`src/rtl/spi_pkg.sv`:
```
// spi_pkg: shared SPI state encoding and mode-bit positions for master and slave
package spi_pkg;
  typedef enum logic {
    IDLE,
    ACTIVE
  } state_t;
  localparam int MODE_CPHA = 0;
  localparam int MODE_CPOL = 1;
  typedef logic [1:0] spi_mode_t;
endpackage

```
`src/rtl/spi_slave_if.sv`:
```
// spi_slave_if: SPI pin bundle with master and slave views
interface spi_slave_if;
  logic sclk_i;
  logic ss_ni;
  logic mosi_i;
  logic miso_o;
  logic miso_en_o;
  modport master (
    output sclk_i,
    output ss_ni,
    output mosi_i,
    input  miso_o,
    input  miso_en_o
  );
  modport slave (
    input  sclk_i,
    input  ss_ni,
    input  mosi_i,
    output miso_o,
    output miso_en_o
  );
endinterface

```
`src/rtl/spi_sync_edge.sv`:
```
// spi_sync_edge: 2-FF synchronizer with rise/fall pulses taken against a third stage
module spi_sync_edge #(
  parameter logic RST_VAL = 1'b0
) (
  input  logic clk_i,
  input  logic rst_ni,
  input  logic d,
  output logic q,
  output logic rise,
  output logic fall
);
  logic [2:0] s;
  always_ff @(posedge clk_i or negedge rst_ni)
    if (!rst_ni) s <= {3{RST_VAL}};
    else s <= {s[1:0], d};
  assign q    = s[1];
  assign rise = s[1] & ~s[2];
  assign fall = ~s[1] & s[2];
endmodule

```
`src/rtl/spi_slave.sv`:
```
// spi_slave: SPI slave, all four modes, selectable bit order, back-to-back words with irq/overrun
module spi_slave import spi_pkg::*; #(
  parameter int DATA_W = 8
) (
  input  logic              clk_i,
  input  logic              rst_ni,
  input  logic [DATA_W-1:0] tx_i,
  output logic [DATA_W-1:0] rx_o,
  output logic              irq_o,
  output logic              ovr_o,
  input  logic              ack_i,
  output logic              busy_o,
  input  logic              cpol_i,
  input  logic              dord_i,
  input  logic              cpha_i,
  spi_slave_if.slave        spi
);
  localparam int CW = $clog2(DATA_W);
  state_t            state;
  spi_mode_t         mode;
  logic [DATA_W-1:0] sr;
  logic [CW-1:0]     bit_cnt;
  logic              smp;
  logic              ss_q;
  logic              ss_rise;
  logic              ss_fall;
  logic              sck_q;
  logic              sck_rise;
  logic              sck_fall;
  logic              mosi_q;
  logic              mosi_rise;
  logic              mosi_fall;
  logic              lead;
  logic              trail;
  logic              done;
  logic              bit_in;
  logic              unused_sync;
  function automatic logic [DATA_W-1:0] sh(input logic [DATA_W-1:0] v, input logic b, input logic lsb);
    return lsb ? {b, v[DATA_W-1:1]} : {v[DATA_W-2:0], b};
  endfunction
  spi_sync_edge #(.RST_VAL(1'b1)) u_ss (
    .clk_i (clk_i),
    .rst_ni(rst_ni),
    .d     (spi.ss_ni),
    .q     (ss_q),
    .rise  (ss_rise),
    .fall  (ss_fall)
  );
  spi_sync_edge #(.RST_VAL(1'b0)) u_sck (
    .clk_i (clk_i),
    .rst_ni(rst_ni),
    .d     (spi.sclk_i),
    .q     (sck_q),
    .rise  (sck_rise),
    .fall  (sck_fall)
  );
  spi_sync_edge #(.RST_VAL(1'b0)) u_mosi (
    .clk_i (clk_i),
    .rst_ni(rst_ni),
    .d     (spi.mosi_i),
    .q     (mosi_q),
    .rise  (mosi_rise),
    .fall  (mosi_fall)
  );
  assign unused_sync     = ^{ss_rise, sck_q, mosi_rise, mosi_fall};
  assign mode[MODE_CPOL] = cpol_i;
  assign mode[MODE_CPHA] = cpha_i;
  assign lead            = mode[MODE_CPOL] ? sck_fall : sck_rise;
  assign trail           = mode[MODE_CPOL] ? sck_rise : sck_fall;
  // with trailing-edge sampling the last bit is still on the pin, not in smp
  assign bit_in          = mode[MODE_CPHA] ? mosi_q : smp;
  assign done            = state == ACTIVE && !ss_q && trail && bit_cnt == CW'(DATA_W - 1);
  assign busy_o          = state == ACTIVE;
  assign spi.miso_en_o   = ~ss_q;
  assign spi.miso_o      = dord_i ? sr[0] : sr[DATA_W-1];
  always_ff @(posedge clk_i or negedge rst_ni)
    if (!rst_ni) begin
      state   <= IDLE;
      sr      <= '0;
      rx_o    <= '0;
      bit_cnt <= '0;
      smp     <= 1'b0;
      irq_o   <= 1'b0;
      ovr_o   <= 1'b0;
    end else begin
      irq_o <= done | (irq_o & ~ack_i);
      ovr_o <= (done & irq_o) | (ovr_o & ~ack_i);
      if (ss_q) begin
        state   <= IDLE;
        bit_cnt <= '0;
      end else if (state == IDLE) begin
        if (ss_fall) begin
          state   <= ACTIVE;
          sr      <= tx_i;
          bit_cnt <= '0;
        end
      end else if (done) begin
        rx_o    <= sh(sr, bit_in, dord_i);
        sr      <= tx_i;
        bit_cnt <= '0;
      end else if (trail) begin
        bit_cnt <= bit_cnt + 1'b1;
        if (mode[MODE_CPHA]) smp <= mosi_q;
        else sr <= sh(sr, smp, dord_i);
      end else if (lead) begin
        if (!mode[MODE_CPHA]) smp <= mosi_q;
        else if (bit_cnt != '0) sr <= sh(sr, smp, dord_i);
      end
    end
endmodule
```
`src/flat_wrapper.sv`:
```
// flat-port wrapper written by rule: the top's interface ports become plain ports
module spi_slave_flat import spi_pkg::*;
#(
  parameter int DATA_W = 8
)
  (clk_i, rst_ni, tx_i, rx_o, irq_o, ovr_o, ack_i, busy_o, cpol_i, dord_i, cpha_i, spi_sclk_i, spi_ss_ni, spi_mosi_i, spi_miso_o, spi_miso_en_o);
  spi_slave_if spi_i ();
  input  logic clk_i;
  input  logic rst_ni;
  input  logic [DATA_W-1:0] tx_i;
  output logic [DATA_W-1:0] rx_o;
  output logic irq_o;
  output logic ovr_o;
  input  logic ack_i;
  output logic busy_o;
  input  logic cpol_i;
  input  logic dord_i;
  input  logic cpha_i;
  input wire logic [$bits(spi_i.sclk_i)-1:0] spi_sclk_i;
  input wire logic [$bits(spi_i.ss_ni)-1:0] spi_ss_ni;
  input wire logic [$bits(spi_i.mosi_i)-1:0] spi_mosi_i;
  output wire logic [$bits(spi_i.miso_o)-1:0] spi_miso_o;
  output wire logic [$bits(spi_i.miso_en_o)-1:0] spi_miso_en_o;
  assign spi_i.sclk_i = spi_sclk_i;
  assign spi_i.ss_ni = spi_ss_ni;
  assign spi_i.mosi_i = spi_mosi_i;
  assign spi_miso_o = spi_i.miso_o;
  assign spi_miso_en_o = spi_i.miso_en_o;
  spi_slave #(.DATA_W(DATA_W)) u_core (.clk_i(clk_i), .rst_ni(rst_ni), .tx_i(tx_i), .rx_o(rx_o), .irq_o(irq_o), .ovr_o(ovr_o), .ack_i(ack_i), .busy_o(busy_o), .cpol_i(cpol_i), .dord_i(dord_i), .cpha_i(cpha_i), .spi(spi_i));
endmodule
```
`config.mk`:
```
export PLATFORM = sky130hd
export DESIGN_NAME = spi_slave_flat
export DESIGN_NICKNAME = d
export VERILOG_FILES = /design/src/rtl/spi_pkg.sv /design/src/rtl/spi_slave_if.sv /design/src/rtl/spi_sync_edge.sv /design/src/rtl/spi_slave.sv /design/src/flat_wrapper.sv
export SDC_FILE = /design/constraint.sdc
export NUM_CORES = 1
export LEC_CHECK = 0
export ABC_AREA = 1
export BUFFER_PORTS_ARGS = -buffer_cell sky130_fd_sc_hd__buf_2
export CAP_MARGIN = 40
export CORE_MARGIN = 1.5
export CORE_UTILIZATION = 55
export DETAILED_ROUTE_END_ITERATION = 16
export GPL_TIMING_DRIVEN = 0
export PLACE_DENSITY_LB_ADDON = 0.05
export SLEW_MARGIN = 5
export SYNTH_ARGS = -nofsm -noshare
export SYNTH_HDL_FRONTEND = slang
export SYNTH_SLANG_ARGS = --single-unit
export TNS_END_PERCENT = 100
```
`constraint.sdc`:
```
create_clock -name clk_i -period 3.1 [get_ports clk_i]
set_clock_uncertainty 0.05 [all_clocks]
set_input_delay 0.155 -clock clk_i [delete_from_list [all_inputs] [get_ports clk_i]]
set_output_delay 0.155 -clock clk_i [all_outputs]
set_load 0.03 [all_outputs]
```
==> results of run 1 <==
==> registers in the layout, summed over array words and instances, names as in the netlist <==
| name | count |
|---|---|
| u_core.bit_cnt | 3 |
| u_core.busy_o | 1 |
| u_core.irq_o | 1 |
| u_core.ovr_o | 1 |
| u_core.rx_o | 8 |
| u_core.smp | 1 |
| u_core.sr | 8 |
| u_core.u_mosi.s | 2 |
| u_core.u_sck.s | 3 |
| u_core.u_ss.s | 3 |
==> routing by layer <==
metal  routed length [um]  global-route usage  vias up
li1                     -                   -      701
met1                 1450               0.286      641
met3                  188              0.0590        8
met5                    0                   0        -
met2                 1440               0.342       40
met4                   45              0.0864        0
==> critical path, stage by stage, from the launching register on <==
cell	delay, ns
dfrtp_1	0.41
ha_1	0.21
ha_1	0.21
nand3_4	0.10
inv_2	0.06
nand2_8	0.11
buf_6	0.14
nand4_1	0.11
nand3_1	0.11
nand2_1	0.05
==> worst min path at each step <==
stage,endpoint,cells after the start
2_1_floorplan,u_core.bit_cnt[0]$_DFFE_PN0P_,0
3_3_place_gp,u_core.u_sck.s[2]$_DFF_PN0_,1
3_5_place_dp,u_core.u_sck.s[1]$_DFF_PN0_,1
4_1_cts,u_core.sr[5]$_DFFE_PN0P_,5
5_1_grt,u_core.sr[5]$_DFFE_PN0P_,5
6_report,u_core.sr[2]$_DFFE_PN0P_,5
==> final cells by class <==
cell class	instances	area (sq um)	area share
flip-flops and latches	31	779	0.405
well taps	31	38.8	0.0202
clock buffers	8	68.8	0.0358
repair buffers	34	195	0.101
plain buffers	5	47.5	0.0247
inverters	26	100	0.0520
multi-input cells	134	694	0.361
==> logic make-up after synthesis <==
family / count (synthesis) / share of synthesized area
compound gates: 19 / 0.0617
simple gates: 112 / 0.343
fa+ha+maj: 3 / 0.0232
buf+inv: 31 / 0.0910
flops: 31 / 0.481
==> stage by stage <==
stage                     cell area [sq um]  setup slack, ns  power [mW]  std cells   util
after floorplan                        1620             1.61       0.602        196      -
after global placement                 1810             1.50       0.651        256  0.649
after detailed placement               1810             1.47       0.659        256  0.649
after CTS                              1920             1.44       0.930        269  0.692
after global routing                   1920             1.38       0.979        269  0.692
final                                  1920             1.44       0.923        269  0.692
==> layout by cell type (no fill, tap or decap), types with 3 or more instances in the layout <==
| cell | n |
|---|---|
| nand2_1 | 75 |
| buf_2 | 31 |
| dfrtp_1 | 28 |
| inv_1 | 19 |
| nand3_1 | 16 |
| o21ai_0 | 12 |
| inv_2 | 5 |
| clkbuf_4 | 5 |
| dlygate4sd3_1 | 5 |
| nand2_4 | 4 |
| nor2_1 | 4 |
| a21oi_1 | 3 |
| nand4_1 | 3 |
| ha_1 | 3 |
| dfstp_2 | 3 |
==> power breakdown <==
part	switching, mW	internal [mW]	total [mW]
clock network	0.132	0.133	0.266
logic	0.116	0.0680	0.184
registers	0.0294	0.444	0.474
total	0.278	0.646	0.923
==> flow_metrics.tcl, run 1 <==
set metrics [dict create \
    die_y_um 57.3 \
    slew_headroom 0.553 \
    crit_type "flop to flop" \
    htree_levels 2 \
    place.gp.congestion 0.909 \
    grt_pass1_vias 1286 \
    grt_overflow_total 0 \
    slew_violations 0 \
    finalHoldViolations 0 \
    antenna_found_initial 0 \
    synth_common_cells "nand2_1, dfrtp_1, inv_1" \
    synth.avg_cell_area_sq_um 8.27 \
    whs_ns 0.0703 \
    reg2reg_to "u_core.sr[0]$_DFFE_PN0P_" \
    ys_top_cells_by_area "dfrtp_1, nand2_1, nand3_1, dfstp_2, inv_1" \
    diodes 0 \
    ys_ff_latch 31 \
    syn_nets 216 \
    drt_wl_total_um 3120 \
    worst_pin_slew_ns 0.671 \
    num_vias 1390 \
    final_layout_size_suffix_gt1_frac 0.269 \
    reg2reg_slack_ns 1.44 \
    required_ns 3.27 \
    wl_per_cell_um 11.6 \
    drt_iter0_drc 71 \
    yosysUniqueCellTypes 25 \
    yosysWarnings 0 \
    netlist_area_sq_mm 0.00162 \
    cts_resized 0 \
    holdCritPathClass "input port to flop" \
    cts.sinks 31 \
    clk_pin_slew_worst_paths_ns 0.10 \
    r2r-start "u_core.bit_cnt[0]$_DFFE_PN0P_" \
    clkLatencyLatePin_ns 0.32 \
    ir_drop_mv 0.402 \
    setup_viol 0 \
    root_buffer "clkbuf_4" \
    syn_to_final_growth_pct 18.7 \
    critPathMaxFanout 10 \
    synth_edf_count 0 \
    initial_core_util 0.583 \
    routed_via_density 5.17 \
    power_density_mw_per_mm2 480 \
    cts_setup_buffers 0 \
    cts_tree "done" \
    die_area_sq_mm 0.00328 \
    finalCritPeriodShare 0.534 \
    track_usage 0.217 \
    antenna_left 0 \
    p_leak_nw 1.07 \
    port_buffers 29 \
    hp-start "tx_i[2]" \
    cp.arrival_ns 1.83 \
    post_synth_inst_count 196 \
    numCtsBuffers 5 \
    ff2ff_path_depth 9 \
    startpoint_type "flop" \
    status "finished clean" \
    final.fill_count 234 \
    route.detailed.drc 0 \
    crit_end "u_core.sr[0]$_DFFE_PN0P_" \
    min_period_ns 1.66 \
    fp.coreArea_sq_mm 0.00278 \
    cts.hold.buffers_added 5 \
    grt_pass1_wl_um 5460 \
    critPathLaunch "u_core.bit_cnt[0]$_DFFE_PN0P_" \
    clockBufferDepth 2 \
    setup_tns_ns 0 \
    dp_hpwl_um 2330 \
    endpoint_kind "flop" \
    synth_top_area_share 0.432 \
    nets 257 \
    grt_setup_unrepaired "false" \
    firstDrtPassIters 4 \
    die-width_um 57.3 \
    synthArstFlopShare 1.00 \
    synth.most_common_cell "nand2_1" \
    ys_seq_area_frac 0.481 \
    maxCapViolations 0 \
    synth_area_leader_cell "dfrtp_1" \
    io_pins 30 \
    synth_ff_type "dfrtp_1" \
    grt_start_max_net_pins 32 \
    fp-row-count 19 \
    fmax_ghz 0.604 \
]
Note: power is estimated with default switching activity, not from simulation.
==> run 2: changes to the inputs <==
CORE_UTILIZATION = 49   (was 55)
clock period = 1.5 ns   (was 3.1 ns; I/O delays follow)
==> run 2 against run 1 <==
Compared with the run above: the run now ends with setup timing left; global-route usage is 0.81 points lower; combinational power is 120% higher; sequential cell count unchanged; clock power rose by 100%; sequential share of layout area fell by 4.0 points; register-to-register slack lost 1.5 ns; non-clock buffer count rose by 10; final cell count increased by 8.6%; critical endpoint unchanged.
==> flow_metrics.tcl, run 2 (synthesized netlist as in run 1, its figures left out) <==
set metrics [dict create \
    final_layout_size_suffix_gt1_frac 0.343 \
    cts.sinks 31 \
    htree_levels 2 \
    dp_hpwl_um 2420 \
    fmax_ghz 0.655 \
    post-place-cells 269 \
    grt_start_max_net_pins 32 \
    maxCapViolations 0 \
    clockBufferDepth 2 \
    fp-row-count 20 \
    firstDrtPassIters 4 \
    reg2reg_to "u_core.sr[0]$_DFFE_PN0P_" \
    diodes 0 \
    crit_end "u_core.sr[0]$_DFFE_PN0P_" \
    wl_per_cell_um 11.4 \
    setup_viol 1 \
    crit_path_max_incr_delay_ns 0.42 \
    r2r-start "u_core.bit_cnt[0]$_DFFE_PN0P_" \
    track_usage 0.209 \
    cp.arrival_ns 1.70 \
    grt_setup_unrepaired "true" \
    critPathSlowestCell "dfrtp_1" \
    finalCoreUtilization 0.688 \
    holdCritPathClass "input port to flop" \
    clkLatencyLatePin_ns 0.33 \
    layout_commonest_cell "nand2_1" \
    reg2reg_slack_ns -0.03 \
    num_vias 1422 \
    power_density_mw_per_mm2 906 \
    nets 267 \
    grt_use_met1 0.277 \
    p_leak_nw 1.12 \
    slew_violations 0 \
    startpoint_type "flop" \
    port_buffers 29 \
    drt_iter0_drc 55 \
    worst_slack_ns -0.0269 \
    slew_headroom 0.556 \
    clk_pin_slew_worst_paths_ns 0.08 \
    required_ns 1.67 \
    antenna_found_initial 0 \
    min_period_ns 1.53 \
    stdcell_count 292 \
    numCtsBuffers 5 \
    critPathMaxFanout 7 \
    grtUsageMet3 0.0597 \
    ir_drop_mv 0.564 \
    cpMostUsedCell "ha_4" \
    fp.coreArea_sq_mm 0.00310 \
    die_area_sq_mm 0.00366 \
    antenna_left 0 \
    worst_pin_slew_ns 0.666 \
    grt_pass1_wl_um 5530 \
    crit_type "flop to flop" \
    cts_tree "done" \
    dp_slack_ns -0.153 \
    die-width_um 60.5 \
    globalRoute.busiestLayer "met2" \
    routed_via_density 4.87 \
    grt_pass1_vias 1285 \
    finalCritPeriodShare 1.02 \
    critPathLaunch "u_core.bit_cnt[0]$_DFFE_PN0P_" \
    ff2ff_path_depth 9 \
    drt_wl_total_um 3340 \
    finalHoldViolations 0 \
    io_pins 30 \
    failed_checks "setup timing" \
    total_power_mw 1.93 \
    root_buffer "clkbuf_4" \
    initial_core_util 0.523 \
    endpoint_kind "flop" \
    cp_cell_sequence "ha_4, ha_4, nand3_4, inv_4, nand2_8, buf_6, nand4_1, nand3_1, nand2_1" \
    syn_to_final_growth_pct 31.6 \
    grt_use_met2 0.318 \
    final.fill_count 271 \
    final_cell_mix "nand2_1, buf_2, dfrtp_1, inv_1, nand3_1" \
    route.detailed.drc 0 \
    place.gp.congestion 0.863 \
    grt_overflow_total 0 \
    die_y_um 60.5 \
    reg.largest.list "u_core.rx_o (8), u_core.sr (8)" \
    status "finished with violations" \
]
==> run 2: how the worst min path moves through the flow <==
stage	cells after the start	slack [ns]	end	start
after floorplan	0	-0.27	u_core.bit_cnt[0]$_DFFE_PN0P_	rst_ni
after global placement	1	0.09	u_core.u_sck.s[1]$_DFF_PN0_	rst_ni
after detailed placement	1	0.11	u_core.u_sck.s[0]$_DFF_PN0_	rst_ni
after CTS	5	0.002	u_core.sr[0]$_DFFE_PN0P_	tx_i[0]
after global routing	5	0.01	u_core.sr[0]$_DFFE_PN0P_	tx_i[0]
final	5	0.008	u_core.sr[0]$_DFFE_PN0P_	tx_i[0]
==> run 2: critical path, delay by kind of cell, from the launching register on <==
family	cells	cell delay, ns
fa+ha+maj	2	0.34
buf+inv	2	0.17
simple gates	5	0.44
flops	1	0.42
==> run 2: final cells by class <==
| type | count | area, sq um | share of cell area |
|---|---|---|---|
| buffer | 5 | 47.5 | 0.0223 |
| clock buffer | 8 | 68.8 | 0.0323 |
| inverter | 26 | 103 | 0.0481 |
| multi-input combinational | 134 | 782 | 0.367 |
| sequential | 31 | 779 | 0.365 |
| tap | 44 | 55.1 | 0.0258 |
| timing repair buffer | 44 | 298 | 0.140 |
==> run 2: timing repair <==
action | in CTS | in global routing
endpoints found under the hold margin | 39 | 0
gates resized for setup | 7 | 18
endpoints found under the setup margin | 18 | 16
hold buffers | 11 | 0
setup buffers | 4 | 0
pin swaps | 5 | 9
==> run 2: per-layer routing <==
layer,up-vias,wire [um],share of wire
met1,655,1560,0.47
met3,9,162,0.048
li1,714,-,-
met2,44,1560,0.47
met4,0,61,0.018
met5,-,0,0
==> run 2: per-stage QoR <==
step | TNS, ns | hold slack [ns] | area (sq um)
2_1_floorplan | 0 | -0.271 | 1620
3_3_place_gp | -0.249 | 0.0941 | 1820
3_5_place_dp | -0.980 | 0.106 | 1820
4_1_cts | -0.0210 | 0.00203 | 2080
5_1_grt | -0.714 | 0.0135 | 2130
6_report | -0.0269 | 0.00764 | 2130
==> run 2: where the power goes <==
part / internal [mW] / switching [mW]
sequential: 0.918 / 0.0670
clock: 0.275 / 0.264
combinational: 0.156 / 0.251
total: 1.35 / 0.582
